==> src/rtl/tcp_reassembly_buffer.sv <==
// tcp_reassembly_buffer: stores TCP payload bytes by sequence number and releases them in order
module tcp_reassembly_buffer #(
    parameter int BYTES_PER_BEAT = 2,
    parameter int DEPTH          = 64,
    parameter int SEQ_BITS       = 32
) (
    input  logic                        clk,
    input  logic                        rst_n,
    input  logic [SEQ_BITS-1:0]         base_seq,
    input  logic                        base_load,
    input  logic [8*BYTES_PER_BEAT-1:0] s_axis_tdata,
    input  logic [BYTES_PER_BEAT-1:0]   s_axis_tkeep,
    input  logic                        s_axis_tvalid,
    output logic                        s_axis_tready,
    input  logic [SEQ_BITS-1:0]         s_seq,
    output logic [8*BYTES_PER_BEAT-1:0] m_axis_tdata,
    output logic [BYTES_PER_BEAT-1:0]   m_axis_tkeep,
    output logic                        m_axis_tvalid,
    input  logic                        m_axis_tready,
    output logic [SEQ_BITS-1:0]         ack_seq,
    output logic                        ack_update,
    output logic [15:0]                 window_size,
    output logic [15:0]                 drop_count
);
    localparam int AW = $clog2(DEPTH);
    localparam int CW = $clog2(BYTES_PER_BEAT + 1);

    typedef enum logic {IDLE, RUN} state_t;
    state_t state, state_nx;

    logic [DEPTH-1:0]            valid;
    logic [7:0]                  mem [DEPTH];
    logic [SEQ_BITS-1:0]         rd_seq;
    logic [AW:0]                 occupied;
    logic                        hs, load, cont;
    logic [BYTES_PER_BEAT-1:0]   wr_en, take;
    logic [SEQ_BITS-1:0]         off [BYTES_PER_BEAT];
    logic [AW-1:0]               wr_slot [BYTES_PER_BEAT];
    logic [AW-1:0]               rd_slot [BYTES_PER_BEAT];
    logic [CW-1:0]               wr_n, drop_n, rd_n;
    logic [8*BYTES_PER_BEAT-1:0] tdata_nx;
    logic [16:0]                 drop_sum;

    // state register
    always_ff @(posedge clk or negedge rst_n)
        if (!rst_n) state <= IDLE;
        else        state <= state_nx;

    // a (re)anchor always enters RUN; nothing else leaves a state
    always_comb state_nx = base_load ? RUN : state;

    // input is accepted only while running
    always_comb s_axis_tready = (state == RUN);

    // per-lane window classification and in-order contiguity scan over registered valid bits
    always_comb begin
        hs       = s_axis_tvalid && s_axis_tready && !base_load;
        load     = !m_axis_tvalid || m_axis_tready;
        wr_en    = '0;
        take     = '0;
        wr_n     = '0;
        drop_n   = '0;
        rd_n     = '0;
        tdata_nx = '0;
        cont     = load && !base_load;
        for (int i = 0; i < BYTES_PER_BEAT; i++) begin
            off[i]     = s_seq + SEQ_BITS'(i) - rd_seq;
            wr_slot[i] = AW'(s_seq + SEQ_BITS'(i));
            rd_slot[i] = AW'(rd_seq + SEQ_BITS'(i));
            if (hs && s_axis_tkeep[i]) begin
                if (off[i] >= SEQ_BITS'(DEPTH)) drop_n = drop_n + CW'(1);
                else if (!valid[wr_slot[i]]) begin
                    wr_en[i] = 1'b1;
                    wr_n     = wr_n + CW'(1);
                end
            end
            cont    = cont && valid[rd_slot[i]];
            take[i] = cont;
            if (cont) begin
                rd_n              = rd_n + CW'(1);
                tdata_nx[8*i +: 8] = mem[rd_slot[i]];
            end
        end
        drop_sum = {1'b0, drop_count} + 17'(drop_n);
    end

    // byte storage; only invalid slots are ever written
    always_ff @(posedge clk)
        for (int i = 0; i < BYTES_PER_BEAT; i++)
            if (wr_en[i]) mem[wr_slot[i]] <= s_axis_tdata[8*i +: 8];

    // slot valid bits, read pointer, occupancy, drop counter and output register
    always_ff @(posedge clk or negedge rst_n) begin
        if (!rst_n) begin
            valid         <= '0;
            rd_seq        <= '0;
            occupied      <= '0;
            drop_count    <= '0;
            ack_update    <= 1'b0;
            m_axis_tvalid <= 1'b0;
            m_axis_tkeep  <= '0;
            m_axis_tdata  <= '0;
        end else if (base_load) begin
            valid         <= '0;
            rd_seq        <= base_seq;
            occupied      <= '0;
            ack_update    <= 1'b0;
            m_axis_tvalid <= 1'b0;
        end else begin
            for (int i = 0; i < BYTES_PER_BEAT; i++) begin
                if (wr_en[i]) valid[wr_slot[i]] <= 1'b1;
                if (take[i])  valid[rd_slot[i]] <= 1'b0;
            end
            rd_seq     <= rd_seq + SEQ_BITS'(rd_n);
            occupied   <= occupied + (AW+1)'(wr_n) - (AW+1)'(rd_n);
            drop_count <= drop_sum[16] ? 16'hFFFF : drop_sum[15:0];
            ack_update <= (rd_n != '0);
            if (load) begin
                m_axis_tvalid <= (rd_n != '0);
                m_axis_tkeep  <= take;
                m_axis_tdata  <= tdata_nx;
            end
        end
    end

    assign ack_seq     = rd_seq;
    assign window_size = 16'(DEPTH) - 16'(occupied);
endmodule

==> config.mk <==
export PLATFORM = sky130hd
export DESIGN_NAME = tcp_reassembly_buffer
export DESIGN_NICKNAME = d
export VERILOG_FILES = /design/src/rtl/tcp_reassembly_buffer.sv
export SDC_FILE = /design/constraint.sdc
export NUM_CORES = 2
export LEC_CHECK = 0
export CAP_MARGIN = 5
export CORE_UTILIZATION = 35
export CTS_BUF_LIST = sky130_fd_sc_hd__clkbuf_8
export DETAILED_ROUTE_END_ITERATION = 10
export GPL_ROUTABILITY_DRIVEN = 0
export HOLD_SLACK_MARGIN = 0.08
export PLACE_DENSITY_LB_ADDON = 0.1
export SLEW_MARGIN = 25
export SYNTH_ARGS = -nofsm -noshare
export SYNTH_HDL_FRONTEND = slang
export SYNTH_SLANG_ARGS = --single-unit
==> constraint.sdc <==
create_clock -name clk -period 7.2 [get_ports clk]
set_clock_uncertainty 0.15 [all_clocks]
set_input_delay 1.08 -clock clk [delete_from_list [all_inputs] [get_ports clk]]
set_output_delay 1.08 -clock clk [all_outputs]
set_load 0.01 [all_outputs]
; Word level (Yosys, flattened, before mapping)
; Memories as Yosys holds them, arrays and structs flattened.
; Cells that the tools add are included.
[totals]
word_cells = 110
mem_bits_rw = 512
out_inout_bits = 85
in_bits = 87
register_bits = 140
n_memories = 1
[mem_list]
columns = memory, depth, word_bits, read_ports, rd_ports_with_merged_regs, wr, line_no
row1 = mem, 64, 8, 2, 0, 2, 32  ; logic [7:0] mem [DEPTH];
[classes]
n_bitwise = 7
n_addsub = 12
magnitude_cmp = 10
reduce_logical = 17
n_mux = 54
[ops]
columns = op, n
row1 = $mux 64, 8
row2 = $and 64x64->64, 2
row3 = $not 64->64, 2
row4 = $or 64x64->64, 2
row5 = $ge 32x7->1 const B, 2
row6 = $sub 32x32->32, 2
row7 = $add 32x1->32 const B, 1
row8 = $add 32x2->32, 1
row9 = $mux 32, 1
row10 = $lt 6x7->1 const B, 4
row11 = $mux 1, 25
row12 = $bmux 1 s6, 4
row13 = $demux 1 s6, 4
row14 = $ge 6x1->1 const B, 4
row15 = $add 16x2->17, 1
row16 = $mux 16, 1
row17 = $mux 2, 8
row18 = $mux 8, 2
row19 = $logic_and 1x1->1, 11
row20 = $sub 7x7->8 const A, 1
row21 = $add 7x2->7, 1
row22 = $mux 7, 1
row23 = $sub 7x2->7, 1
row24 = $add 2x1->2 const B, 3
row25 = 6 further kinds, 8

; Longest topological paths before layout
[logic_depth]
word_depth = 16
depth_mapped = 37
mapped_depth_nobuf = 31

; Least setup slack after synthesis
; No wires, ideal clock.
[synth_timing]
path_kind = in2reg
from = input port s_seq[2]
to = register drop_count[12]
n_path_buf = 6
arrival_time_ns = 8.139
path_stages = 35
setup_ns = 0.119
required_ns = 6.931
setup_slack_ns = -1.208
path_cell_list = buf_4 > buf_2 > buf_1 > clkbuf_1 > nand3_1 > nor2_1 > nand2_1 > nor3_1 > nand3_1 > xnor2_1 > ha_1 > clkbuf_1 > nand2_1 > o311a_1 > a21oi_1 > o2111ai_1 > a2111oi_0 > o211ai_1 > or4b_1 > nor2_1 > and2_1 > buf_2 > inv_1 > ha_1 > nand2_1 > o31ai_1 > ha_1 > inv_1 > fa_1 > nor4bb_1 > and2_0 > and2_1 > and3_1 > nand3_1 > o21a_1
[synth_between]
elab_chain_len = 9
elab_cells_between_ends = 12
classes_between = add/sub (5) / order compare (2) / mux (5)
[synth_lines]
columns = element, line_no
row1 = start: declaration, 15  ; input logic [SEQ_BITS-1:0] s_seq,
row2 = branches (longest 6 deep; another with $add 32x1->32), -
row3 = $mux 2 *, 70  ; if (hs && s_axis_tkeep[i]) begin
row4 = $add 16x2->17 *, 84  ; drop_sum = {1'b0, drop_count} + 17'(drop_n);
row5 = $mux 16 *, 116  ; drop_count <= drop_sum[16] ? 16'hFFFF : drop_sum[15:0];
row6 = end signal: assignment, 116
row7 = end: declaration, 23  ; output logic [15:0] drop_count
; Every way passes the cells marked *.
; A chain may end at the register's enable or synchronous reset.

==> run_results.csv <==
group,metric,value,unit
setup_path,r2r_end,"ack_seq[24]",
clocking,htree_num_levels,3,
sta,finalHoldViolations,0,
pwr,total_power,0.0117,W
run,maxCapViolations,0,
logic_synthesis,yosys_warnings,0,
clocking,numCtsBuffers,120,
hold_path,hold_depth,2,
sta,fin_tns_setup,0,ns
clocking,cts_num_sinks,652,
place,place_hpwl,155,mm
clocking,cts-root-buf,"clkbuf_8",
drt,drc,0,
die,io_pins,172,
place,pre_cts_ws,-0.914,ns
die,die_h,359,um
setup_path,rrSetupSlack,0.52,ns
sta,max_freq,0.144,GHz
die,start_util,35.4,%
sta,drv_slew,0,
logic_synthesis,yosysTopAreaCellShare,34.5,%
die,chipWidth,359,um
hold_path,min_path_type,"register to register",
sta,worst_pin_slew,1.27,ns
setup_path,timing.rr.start,"ack_seq[1]",
hold_path,min_from,"m_axis_tkeep[1]",
sta,hold_slack,0.320,ns
place,port_buffers,171,
global_routing,overflow,0,
setup_path,worstPathArrival,7.41,ns
logic_synthesis,yosys.area.top_type,"edfxtp_1",
die,row_count,130,
drt,ant_nets,0,
global_routing,gr-usage-all-layers,34.6,%
drt,vias,43000,
logic_synthesis,asyncSetResetFlopFracSynth,21.5,%
global_routing,grt_max_degree,108,
global_routing,grt_pass1_wl,316,mm
sta,min_period_over_period,96.5,%
pwr,power-per-cell-area,211,nW/um^2
setup_path,cp_max_fo,8,
sta,period_needed,6.94,ns
sta,worst_slack,0.255,ns
clocking,clk_path_buf_depth,3,
setup_path,required,7.66,ns
logic_synthesis,avgSynthCellArea,10.2,um^2
hold_path,holdPathEnd,"m_axis_tkeep[1]",
logic_synthesis,synth_edf_count,512,
logic_synthesis,synth_fp_nets,4540,
final_layout,drive_gt1_share,31.6,%
logic_synthesis,ys_ff_latch,652,
drt,dr.pass1.iters,6,
setup_path,critPathKind,"input pin to register",
global_routing,antenna_found_initial,18,
logic_synthesis,postSynthCellCount,4365,
final_layout,fin_nets,5082,
logic_synthesis,synthTopCellsByArea,"edfxtp_1 (35%), mux2_2 (13%), dfrtp_1 (7.9%), o22ai_1 (5.2%), nand2_1 (3.1%)",
drt,drt_iter0_markers,5937,
sta,finalSetupViolCount,0,
logic_synthesis,yosysSeqAreaShare,42.4,%
die,dieArea,129000,um^2
die,core_area,126000,um^2
drt,wl,227,mm
clocking,clk_latency,0.90,ns
drt,avgViaCountPerCell,6.45,
drt,avgRoutedWirePerCell,34.1,um
status,status,"completed",
clocking,cts_tree,"done",
setup_path,end_kind,"register",
logic_synthesis,synth_cell_types,98,
setup_path,cp-start-kind,"input pin",
clocking,clkTransAtPathRegs,0.06,ns
global_routing,grt_pass1_vias,41100,
sta,slew_headroom,15.0,%
pwr,p_leak,20.9,nW
logic_synthesis,ys.flop_type,"edfxtp_1",
pwr,ir_worst_vdd,0.138,mV
logic_synthesis,synth_area,44500,um^2
setup_path,worst-r2r-cell-count,23,
final_layout,area_growth,24.8,%
repair_timing:
item | CTS | global route
pin swaps | 0 | 17
endpoints found under the setup margin | 2 | 227
hold buffers | 1 | 0
cloned | 0 | 0
setup buffers | 0 | 9
resized for setup | 1 | 28
hold endpoints to repair | 33 | 0
final cells by class:
type                       count  area, um^2
clock buffer                 125        1720
timing repair buffer         846        7860
sequential                   652       18900
fill                       12300       70300
clock inverter               101         455
inverter                      85         323
antenna                        7        17.5
tap                         1650        2060
multi-input combinational   3202       24200
worst max-delay path, cell delays in order:
cell and delay [ns]:
clkdlybuf4s50_1 0.52, nand2_1 0.07, or4_4 0.58, or2_4 0.29, nor2_2 0.10, and4_1 0.21
xor2_1 0.08, ha_1 0.29, nand2_1 0.08, o311a_1 0.36, a21oi_1 0.16, o2111ai_2 0.18
a2111oi_4 0.36, o211ai_1 0.14, or4b_4 0.54, buf_4 0.16, or4b_4 0.62, buf_4 0.18
nor4_2 0.40, buf_4 0.28, and2_1 0.23, buf_12 0.16, mux2_2 0.33
cells in the final DEF (no fill, tap or decap), drive strengths merged, types with 61 or more instances in the layout:
cell type / instances
nor2: 243
nor3: 93
inv: 127
edfxtp: 512
xnor2: 82
o22ai: 370
nand2: 379
o21ai: 214
dfrtp: 140
nand4: 77
mux2: 529
clkbuf: 125
a21o: 61
nor4: 76
clkdlybuf4s50: 150
buf: 694
ha: 82
a21oi: 148
nand3: 115
worst max-delay path by stage:
stage / startpoint / to / slack, ns
6_report: s_seq[5] / mem[24][3] / 0.26
4_1_cts: s_seq[4] / drop_count[12] / 0.05
3_5_place_dp: s_seq[4] / drop_count[12] / -0.91
3_3_place_gp: s_seq[3] / drop_count[12] / -0.84
2_1_floorplan: s_seq[0] / drop_count[12] / 0.003
5_1_grt: s_seq[5] / drop_count[12] / -0.003
cell usage after synthesis (19+ instances only):
master,number
nor4_1,74
a211oi_1,19
nand4_1,76
xnor2_1,82
nor2_1,211
mux4_2,47
o221ai_1,40
dfrtp_1,140
nor3_1,93
buf_1,70
clkbuf_1,332
nor2b_1,20
mux2_2,520
nand2_1,371
o211ai_1,37
o22a_1,21
o21bai_1,37
a21o_1,61
edfxtp_1,512
a221oi_1,35
nand3_1,113
mux2i_1,43
a31oi_1,46
o22ai_1,370
inv_1,78
ha_1,82
o21ai_0,213
or4_1,22
xor2_1,28
and3_1,32
a21oi_1,148
o21a_1,19
per-stage QoR:
stage          utilization, %  cell area, um^2  std cells
2_1_floorplan               -            44800       4365
3_3_place_gp             42.1            53100       6425
3_5_place_dp             42.2            53100       6425
4_1_cts                  43.9            55300       6652
5_1_grt                  44.1            55600       6664
6_report                 44.1            55600       6668
kinds of logic (layout without fill, tap and decap cells):
family	after synthesis	count (layout)	synth area share, %
fa+ha+maj	88	88	2.57
xor+xnor	110	110	2.16
flops	652	652	42.4
other cells	0	7	0
buf+inv	511	1157	4.48
simple gates	1162	1162	13.4
mux	619	619	16.8
compound gates	1223	1223	18.2
sequential cells by signal (all words and copies together), names as in the netlist:
name           flops
ack_seq           32
ack_update         1
drop_count        16
m_axis_tdata      16
m_axis_tkeep       2
m_axis_tvalid      1
mem              512
occupied           7
s_axis_tready      1
valid             64
report_power, final:
group,internal [W],switching (W)
clock network,0.00164,0.00181
registers,0.00411,0.0000510
logic,0.00147,0.00262
per-layer routing:
layer	share of wire (%)	vias up	track usage, %
li1	-	18100	-
met1	39	21200	44.3
met2	43	2922	51.9
met3	11	769	10.2
met4	6.5	20	19.4
met5	0.059	-	0
No activity file was read; power rests on OpenSTA's default activity.
